File: src/rtl/pwm_capture.sv
// PWM input-capture receiver: measures high time and period of a selected GPIO in prescaled mclk ticks.
// Optional glitch filter on the synchronized input is enabled by defining PWM_CAP_FILT_EN.
module pwm_capture #(
   parameter int FILT_DEPTH = 3
) (
   input  logic        mclk,
   input  logic        h_reset_n,
   input  logic [7:0]  pad_gpio,
   input  logic        cfg_cap_enb,
   input  logic [2:0]  cfg_cap_gpio_sel,
   input  logic        cfg_cap_inv,
   input  logic [3:0]  cfg_cap_scale,
   input  logic        cfg_cap_oneshot,
   output logic [15:0] cap_high,
   output logic [15:0] cap_period,
   output logic        cap_valid,
   output logic        cap_ovflow_pe,
   output logic        cap_os_done,
   output logic        cap_busy
);

   typedef enum logic [2:0] {
      ST_IDLE      = 3'd0,
      ST_WAIT_RISE = 3'd1,
      ST_MEAS_HIGH = 3'd2,
      ST_MEAS_LOW  = 3'd3,
      ST_DONE      = 3'd4
   } state_t;

   state_t      state_r;
   logic        raw_s;
   logic        sync1_r;
   logic        sync2_r;
   logic        lvl_s;
   logic        lvl_l_r;
   logic        rise_s;
   logic        fall_s;
   logic [14:0] scnt_r;
   logic [14:0] mask_s;
   logic        tick_s;
   logic        meas_s;
   logic        ovf_s;
   logic [15:0] pcnt_r;
   logic [15:0] hcnt_r;
   logic [15:0] hsnap_r;
   logic [15:0] pcnt_inc_s;
   logic [15:0] hcnt_inc_s;

   assign raw_s = pad_gpio[cfg_cap_gpio_sel] ^ cfg_cap_inv;

   // two-flop synchronizer plus delayed level for edge detection
   always_ff @(posedge mclk or negedge h_reset_n) begin
      if (!h_reset_n) begin
         sync1_r <= 1'b0;
         sync2_r <= 1'b0;
         lvl_l_r <= 1'b0;
      end else begin
         sync1_r <= raw_s;
         sync2_r <= sync1_r;
         lvl_l_r <= lvl_s;
      end
   end

`ifdef PWM_CAP_FILT_EN
   logic [FILT_DEPTH-2:0] filt_sh_r;
   logic [FILT_DEPTH-1:0] win_s;
   logic                  filt_lvl_r;

   // the window includes the current sample so the filter adds exactly FILT_DEPTH cycles
   assign win_s = {filt_sh_r, sync2_r};
   assign lvl_s = filt_lvl_r;

   // level follows the input only once the whole window agrees on the new value
   always_ff @(posedge mclk or negedge h_reset_n) begin
      if (!h_reset_n) begin
         filt_sh_r  <= '0;
         filt_lvl_r <= 1'b0;
      end else begin
         filt_sh_r <= win_s[FILT_DEPTH-2:0];
         if ((&win_s) && !filt_lvl_r) begin
            filt_lvl_r <= 1'b1;
         end else if (!(|win_s) && filt_lvl_r) begin
            filt_lvl_r <= 1'b0;
         end else begin
            filt_lvl_r <= filt_lvl_r;
         end
      end
   end
`else
   logic unused_filt_s;

   assign lvl_s         = sync2_r;
   assign unused_filt_s = (FILT_DEPTH > 0);
`endif

   assign rise_s = lvl_s & ~lvl_l_r;
   assign fall_s = ~lvl_s & lvl_l_r;

   // at scale 15 the shift wraps to zero and the subtraction yields all ones
   assign mask_s     = (15'd1 << cfg_cap_scale) - 15'd1;
   assign tick_s     = ((scnt_r & mask_s) == mask_s);
   assign meas_s     = (state_r == ST_MEAS_HIGH) || (state_r == ST_MEAS_LOW);
   assign ovf_s      = meas_s && (pcnt_r == 16'hFFFF) && tick_s;
   assign pcnt_inc_s = pcnt_r + {15'd0, tick_s};
   assign hcnt_inc_s = hcnt_r + {15'd0, tick_s};

   // capture state machine with counters and registered status outputs
   always_ff @(posedge mclk or negedge h_reset_n) begin
      if (!h_reset_n) begin
         state_r       <= ST_IDLE;
         scnt_r        <= 15'd0;
         pcnt_r        <= 16'd0;
         hcnt_r        <= 16'd0;
         hsnap_r       <= 16'd0;
         cap_high      <= 16'd0;
         cap_period    <= 16'd0;
         cap_valid     <= 1'b0;
         cap_ovflow_pe <= 1'b0;
         cap_os_done   <= 1'b0;
         cap_busy      <= 1'b0;
      end else begin
         cap_valid     <= 1'b0;
         cap_ovflow_pe <= 1'b0;
         cap_os_done   <= 1'b0;
         if (!cfg_cap_enb) begin
            state_r  <= ST_IDLE;
            scnt_r   <= 15'd0;
            pcnt_r   <= 16'd0;
            hcnt_r   <= 16'd0;
            cap_busy <= 1'b0;
         end else begin
            case (state_r)
               ST_IDLE: begin
                  state_r  <= ST_WAIT_RISE;
                  cap_busy <= 1'b1;
               end
               ST_WAIT_RISE: begin
                  cap_busy <= 1'b1;
                  if (rise_s) begin
                     state_r <= ST_MEAS_HIGH;
                     scnt_r  <= 15'd0;
                     pcnt_r  <= 16'd0;
                     hcnt_r  <= 16'd0;
                  end else begin
                     state_r <= ST_WAIT_RISE;
                  end
               end
               ST_MEAS_HIGH, ST_MEAS_LOW: begin
                  // overflow outranks both edges; a coincident rise still opens a new measurement
                  if (ovf_s) begin
                     cap_ovflow_pe <= 1'b1;
                     cap_busy      <= 1'b1;
                     scnt_r        <= 15'd0;
                     pcnt_r        <= 16'd0;
                     hcnt_r        <= 16'd0;
                     state_r       <= rise_s ? ST_MEAS_HIGH : ST_WAIT_RISE;
                  end else if ((state_r == ST_MEAS_HIGH) && fall_s) begin
                     hsnap_r  <= hcnt_inc_s;
                     pcnt_r   <= pcnt_inc_s;
                     scnt_r   <= scnt_r + 15'd1;
                     cap_busy <= 1'b1;
                     state_r  <= ST_MEAS_LOW;
                  end else if ((state_r == ST_MEAS_LOW) && rise_s) begin
                     cap_high   <= hsnap_r;
                     cap_period <= pcnt_inc_s;
                     cap_valid  <= 1'b1;
                     scnt_r     <= 15'd0;
                     pcnt_r     <= 16'd0;
                     hcnt_r     <= 16'd0;
                     if (cfg_cap_oneshot) begin
                        cap_os_done <= 1'b1;
                        cap_busy    <= 1'b0;
                        state_r     <= ST_DONE;
                     end else begin
                        cap_busy <= 1'b1;
                        state_r  <= ST_MEAS_HIGH;
                     end
                  end else begin
                     pcnt_r   <= pcnt_inc_s;
                     hcnt_r   <= (state_r == ST_MEAS_HIGH) ? hcnt_inc_s : hcnt_r;
                     scnt_r   <= scnt_r + 15'd1;
                     cap_busy <= 1'b1;
                     state_r  <= state_r;
                  end
               end
               ST_DONE: begin
                  cap_busy <= 1'b0;
                  state_r  <= ST_DONE;
               end
               default: begin
                  cap_busy <= 1'b0;
                  state_r  <= ST_IDLE;
               end
            endcase
         end
      end
   end

endmodule
File: config.mk
export PLATFORM = sky130hd
export DESIGN_NAME = pwm_capture
export DESIGN_NICKNAME = d
export VERILOG_FILES = /design/src/rtl/pwm_capture.sv
export SDC_FILE = /design/constraint.sdc
export NUM_CORES = 1
export LEC_CHECK = 0
export BUFFER_PORTS_ARGS = -buffer_cell sky130_fd_sc_hd__buf_4
export CORE_MARGIN = 5
export CORE_UTILIZATION = 54
export DETAILED_ROUTE_END_ITERATION = 12
export PLACE_DENSITY_LB_ADDON = 0.05
export SLEW_MARGIN = 15
export SYNTH_ARGS = -nofsm -noshare
export SYNTH_HDL_FRONTEND = slang
export SYNTH_SLANG_ARGS = --single-unit
File: constraint.sdc
create_clock -name mclk -period 2.9 [get_ports mclk]
set_clock_uncertainty 0.15 [all_clocks]
set_input_delay 0.29 -clock mclk [delete_from_list [all_inputs] [get_ports mclk]]
set_output_delay 0.29 -clock mclk [all_outputs]
set_load 0.01 [all_outputs]
== Word level (Yosys, flattened, before mapping) ==
Index checks and enable logic that the tools add are counted.

* $add $sub $neg: 4
* Order comparisons: 1
* Muxes and demuxes: 47
* Eq/ne operators: 11
* Reductions and logical operators: 12
* Bitwise gates (word level): 8
* Shifts and indexed selects: 1

{| class="wikitable"
|+ Operator list
! kind !! number
|-
| two-way mux 16 bit || 10
|-
| two-way mux 15 bit || 5
|-
| case mux 16 bit (2 select lines) || 2
|-
| adder 16 x 1 -> 16 bit || 2
|-
| case mux 15 bit (2 select lines) || 1
|-
| two-way mux 1 bit || 20
|-
| == test 16 bit, second input constant || 1
|-
| adder 15 x 1 -> 15 bit, second input constant || 1
|-
| AND 15 bit || 1
|-
| == test 15 bit || 1
|-
| two-way mux 3 bit || 5
|-
| << shifter 1 x 4 -> 15 bit, first input constant || 1
|-
| subtractor 15 x 1 -> 15 bit, second input constant || 1
|-
| case mux 3 bit (4 select lines) || 1
|-
| inequality test 5 bit, second input constant || 2
|-
| AND reduction 4 bit || 2
|-
| == test 3 x 2 -> 1 bit, second input constant || 2
|-
| AND reduction 5 bit || 1
|-
| logical AND 1 bit || 4
|-
| less-than comparator 3 x 4 -> 1 bit, second input constant || 1
|-
| inequality test 4 bit, second input constant || 1
|-
| NOT 1 bit || 4
|-
| OR reduction 2 bit || 2
|-
| binary-select mux 1 bit (select 3 bit) || 1
|-
| 11 further kinds || 12
|}

* Word-level logic and storage cells: 98
* Bits of input ports: 20
* Bits in registers: 105

== Depth between registers and ports, before layout ==
* Depth after elaboration: 11
* Depth in mapped cells: 16
* Mapped depth without buffers: 15

== Least setup slack after synthesis ==
Ideal clock, no wire load.

* Path kind: input -> register
* Start: in cfg_cap_scale[3]
* End: reg cap_period[11]
* Setup slack: -0.758 ns
* Cell stages on the path: 14
* Path buffers: 1
* Arrival: 3.380 ns
* Cells stage by stage: nor3_1 > nand2b_1 > ha_1 > buf_2 > xor2_1 > a2bb2oi_1 > o2111ai_2 > nor3_1 > ha_1 > nand3_1 > nor4_1 > nand3_1 > xnor2_1 > mux2_1

* Longest elaborated chain between the ends: 7
* Elaborated cells on any way between the ends: 8
* Classes of those cells: add/sub (2); eq/ne (1); shift (1); bitwise (2); reduce/logical (2)

{| class="wikitable"
|+ RTL lines
! element !! RTL line !! text
|-
| from (decl) || 12 || <nowiki>input logic [3:0] cfg_cap_scale,</nowiki>
|-
| << shifter 1 x 4 -> 15 bit (*) || 100 || <nowiki>assign mask_s = (15'd1 << cfg_cap_scale) - 15'd1;</nowiki>
|-
| subtractor 15 x 1 -> 15 bit (*) || 100 ||
|-
| AND 15 bit || 101 || <nowiki>assign tick_s = ((scnt_r & mask_s) == mask_s);</nowiki>
|-
| == test 15 bit (*) || 101 ||
|-
| branches (longest 3 deep; another with adder 16 x 1 -> 16 bit) || - ||
|-
| to (signal assigned) || 165 || <nowiki>cap_period <= pcnt_inc_s;</nowiki>
|-
| to (decl) || 15 || <nowiki>output logic [15:0] cap_period,</nowiki>
|}

Mark *: on every way between the ends.
A chain may end at the register's enable or synchronous reset.

== Final worst setup path ==
* Start: in cfg_cap_scale[3]
* End: reg hcnt_r[7]

* Longest elaborated chain between the ends: 11
* Elaborated cells on any way between the ends: 15
* Classes of those cells: add/sub (2); eq/ne (3); shift (1); mux (6); bitwise (1); reduce/logical (2)

{| class="wikitable"
|+ RTL lines
! element !! RTL line !! text
|-
| << shifter 1 x 4 -> 15 bit (*) || 100 ||
|-
| subtractor 15 x 1 -> 15 bit (*) || 100 ||
|-
| AND 15 bit || 101 ||
|-
| == test 15 bit (*) || 101 ||
|-
| adder 16 x 1 -> 16 bit || 105 || <nowiki>assign hcnt_inc_s = hcnt_r + {15'd0, tick_s};</nowiki>
|-
| two-way mux 16 bit || 180 || <nowiki>hcnt_r <= (state_r == ST_MEAS_HIGH) ? hcnt_inc_s : hcnt_r;</nowiki>
|-
| two-way mux 16 bit || 163 || <nowiki>end else if ((state_r == ST_MEAS_LOW) && rise_s) begin</nowiki>
|-
| two-way mux 16 bit || 157 || <nowiki>end else if ((state_r == ST_MEAS_HIGH) && fall_s) begin</nowiki>
|-
| two-way mux 16 bit || 150 || <nowiki>if (ovf_s) begin</nowiki>
|-
| case mux 16 bit (2 select lines) || 132 || <nowiki>case (state_r)</nowiki>
|-
| two-way mux 16 bit || 125 || <nowiki>if (!cfg_cap_enb) begin</nowiki>
|-
| to (signal assigned) || 180 ||
|-
| to (decl) || 44 || <nowiki>logic [15:0] hcnt_r;</nowiki>
|}

Every way passes the cells marked *; elsewhere a longest branch is shown, timed or not. The select of a mux whose other input is x is not followed.

==> results by group <==
Place
  – Placed Cells incl. Taps: 762
  – Pre-CTS WS: -0.6430 ns
  – DPL Wire Length: 9957 µm
  – Port Buf Inserts: 55
  – GP Congestion: 0.9179

Synth
  – Post-synth EDFFs: 0
  – Mapped Nets: 574
  – Mapped cell area: 0.005695 mm²
  – Area leader, netlist: dfrtp_1
  – Post-synth ARST share: 100.0%
  – Seq/Total Area, Yosys: 46.13%
  – Cell variety after synth: 63
  – Synth warnings: 0
  – Synth Flop Type: dfrtp_1
  – Mean Syn Cell Area: 10.39 µm²
  – Cells after synthesis: 548
  – Top post-synthesis cells by area: dfrtp_1 46%, mux2_1 7.5%, xnor2_1 3.5%
  – Number of synthesized register bits: 105
  – Top-area cell type share of the netlist area: 46.13%

Timing
  – Slew Viols, Final: 0
  – Min cycle time layout: 3.207 ns
  – Worst slew pin tran: 0.6407 ns
  – Hold Worst Slack: 0.07270 ns
  – Worst Setup Slack, final: -0.3074 ns
  – Tcrit/Tclk final: 110.6%
  – RSZ-0062 raised after global routing: true
  – Fmax: 311.8 MHz
  – Slew HR: 57.29%
  – Final hold violation count: 0
  – Final setup fails: 65

Die
  – Number of placed I/O pins: 56
  – Die height: 112.7 µm
  – Core Footprint: 0.01032 mm²
  – Die Wd: 112.7 µm
  – Die area: 0.01270 mm²
  – Initial Util: 55.17%
  – Site row count: 37

Global route
  – Met3 usage: 3.850%
  – Busiest grt layer: met2
  – GR Util All Layers: 23.75%
  – Congestion Overflow GR: 0
  – Met2 Use GR: 41.98%
  – Number of global-route vias before repair: 4968
  – M1 GR Usage: 29.14%
  – Number of antenna violations at the first check in global routing: 0
  – First-pass GRT wire length: 24610 µm
  – Pin count of the biggest net entering global routing: 61

Power
  – Worst vdd ir: 0.0003492 V
  – Static Leakage: 0.003662 µW
  – Power, Total: 3088 µW
  – PwrDens: 387.4 mW/mm²

Setup path
  – Required @ worst endpoint: 3.04 ns
  – Worst setup SP type: primary input
  – Reg-to-Reg End: hsnap_r[13]
  – Critical path's largest stage delay: 0.55 ns
  – R2r setup slk: -0.10 ns
  – Kind of end point of the critical path: register
  – CP max FO: 5
  – Crit Path Category: primary input to register
  – FF-to-FF path depth: 11
  – Arr. time, crit path: 3.35 ns
  – CP max-delay cell: or4_4
  – Worst-path cell chain: buf_8 > nor3_4 > nand2b_1 > ha_4 > buf_6 > or3_1 > a211o_1 > nand4_1 > nor3_4 > ha_4 > nand4_1 > buf_4 > nor2_2 > buf_4 > nand2_4 > a21oi_2 > or4_4 > o31ai_4
  – FF-to-FF Start: scnt_r[9]

Final layout
  – Antenna fix cells: 0
  – Final design utilization: 77.20%
  – Cell Count, Final, Fillers Out: 816
  – Nets: 701
  – Fillers: 666
  – Layout area overhead: 39.94%
  – Most frequent cells in the layout: 117 x buf_4, 105 x dfrtp_1, 39 x nand2_1
  – Share of layout cells above drive strength 1: 42.21%
  – Most common cell after layout, fill and taps aside: buf_4

Drt
  – WL/cell: 19.92 µm
  – Initial DRC count: 415
  – First-pass iteration count of the detailed router: 5
  – Post-route DRC: 0
  – Post-route ant nets: 0
  – Via density: 6.103
  – Vias: 4980
  – Post-Route WL: 16250 µm

Hold path
  – WHS Endpoint: sync1_r
  – HP Start: cfg_cap_gpio_sel[2]
  – Worst Hold Class: primary input to register
  – Hold path depth: 3

CTS
  – CTS tree: done
  – Buffer depth of the longest clock path: 2
  – Clock slew at reported path FFs: 0.10 ns
  – CTS Buf Count: 9
  – Clock sink count: 105
  – Root Buffer: clkbuf_8
  – H-tree lvl count: 3
  – Worst skew pair latency: 0.39 ns

Run status
  – Violated checks: setup timing
  – Outcome: finished with violations

Job
  – MaxCap Viol Count: 0
## worst max-delay path: cells and delay by family
family	cells	cell delay (ns)
simple gates	9	1.71
fa+ha+maj	2	0.38
compound gates	3	0.44
buf+inv	4	0.51
## repair_timing
action | CTS | global route
pin swaps | 13 | 35
buffers inserted | 13 | 21
cloned | 1 | 2
hold buffers | 3 | 0
gates resized for setup | 23 | 108
setup endpoints to repair | 38 | 81
hold endpoints to repair | 47 | 0
## metrics by stage
step,TNS (ns),instance area [µm²]
after detailed placement,-31.62,6812
final,-7.549,7970
after CTS,-1.048,7266
after floorplan,-5.410,5899
after global routing,-16.39,7970
after global placement,-24.51,6812
## synth_stat cells, types with 3 or more instances
| master | instances |
|---|---|
| nor3_1 | 21 |
| nor2_1 | 32 |
| or3_1 | 4 |
| ha_1 | 6 |
| a221o_1 | 12 |
| mux2i_1 | 3 |
| o211ai_1 | 3 |
| dfrtp_1 | 105 |
| nor2b_1 | 8 |
| xor2_1 | 12 |
| buf_2 | 11 |
| a21o_1 | 4 |
| nand4_1 | 6 |
| buf_4 | 4 |
| o21ai_0 | 20 |
| inv_1 | 13 |
| nand2_1 | 46 |
| a22o_1 | 8 |
| clkbuf_1 | 14 |
| a21oi_1 | 6 |
| and3b_1 | 3 |
| nand4b_1 | 12 |
| mux2_1 | 38 |
| and2_1 | 4 |
| nand2b_1 | 7 |
| o22ai_1 | 3 |
| nor4_1 | 11 |
| nor4b_1 | 5 |
| mux2_2 | 8 |
| xnor2_1 | 23 |
| o31ai_1 | 19 |
| and3_1 | 11 |
| nand3_1 | 29 |
## flip-flops by register name, indices dropped and copies added (netlist names)
name,flops
pcnt_r,16
cap_os_done,1
cap_ovflow_pe,1
lvl_s,1
scnt_r,15
lvl_l_r,1
hcnt_r,16
cap_valid,1
cap_high,16
cap_period,16
sync1_r,1
cap_busy,1
state_r,3
hsnap_r,16
## layout make-up
| cell class | instances | area [µm²] | share of cell area, % |
|---|---|---|---|
| clock inverter | 6 | 57.56 | 0.7221 |
| timing repair buffer | 146 | 1310 | 16.44 |
| clock buffer | 10 | 127.6 | 1.601 |
| multi-input combinational | 400 | 3628 | 45.53 |
| tap | 136 | 170.2 | 2.135 |
| inverter | 13 | 48.80 | 0.6122 |
| sequential | 105 | 2628 | 32.97 |
## report_power, final
group          total, µW  internal, µW  leakage [µW]  switching (µW)
Sequential          1570          1520       0.00145            49.9
Clock                908           335     0.0000889             573
Combinational        608           264       0.00212             343
## logic make-up (layout without fill, tap and decap cells)
kind of cell             count (synthesis)  after routing  synth area share [%]
AND/OR/NAND/NOR                        211            211                 20.50
buffers and inverters                   43            175                 3.339
XOR/XNOR                                35             35                 5.382
multiplexers                            51             51                 10.41
adder cells (fa/ha/maj)                  6              6                 1.318
flip-flops                             105            105                 46.13
AO/OA/AOI/OAI                           97             97                 12.92
## routing by layer
metal  up-vias  share of wire [%]
met3        32                4.4
met4         0                2.4
met2       144                 52
met1      2523                 41
met5         -                  0
li1       2281                  -
## worst max-delay path by stage
| stage | from | to | slack, ns | cells after the start |
|---|---|---|---|---|
| after CTS | cfg_cap_scale[1] | hsnap_r[12] | -0.05 | 16 |
| after floorplan | cfg_cap_scale[0] | cap_period[13] | -0.32 | 14 |
| after global placement | cfg_cap_scale[3] | cap_period[13] | -0.52 | 14 |
| after global routing | cfg_cap_scale[3] | hsnap_r[13] | -0.47 | 15 |
| after detailed placement | cfg_cap_scale[3] | cap_period[15] | -0.64 | 14 |
| final | cfg_cap_scale[3] | hcnt_r[7] | -0.31 | 18 |
(Power assumes the default switching activity.)
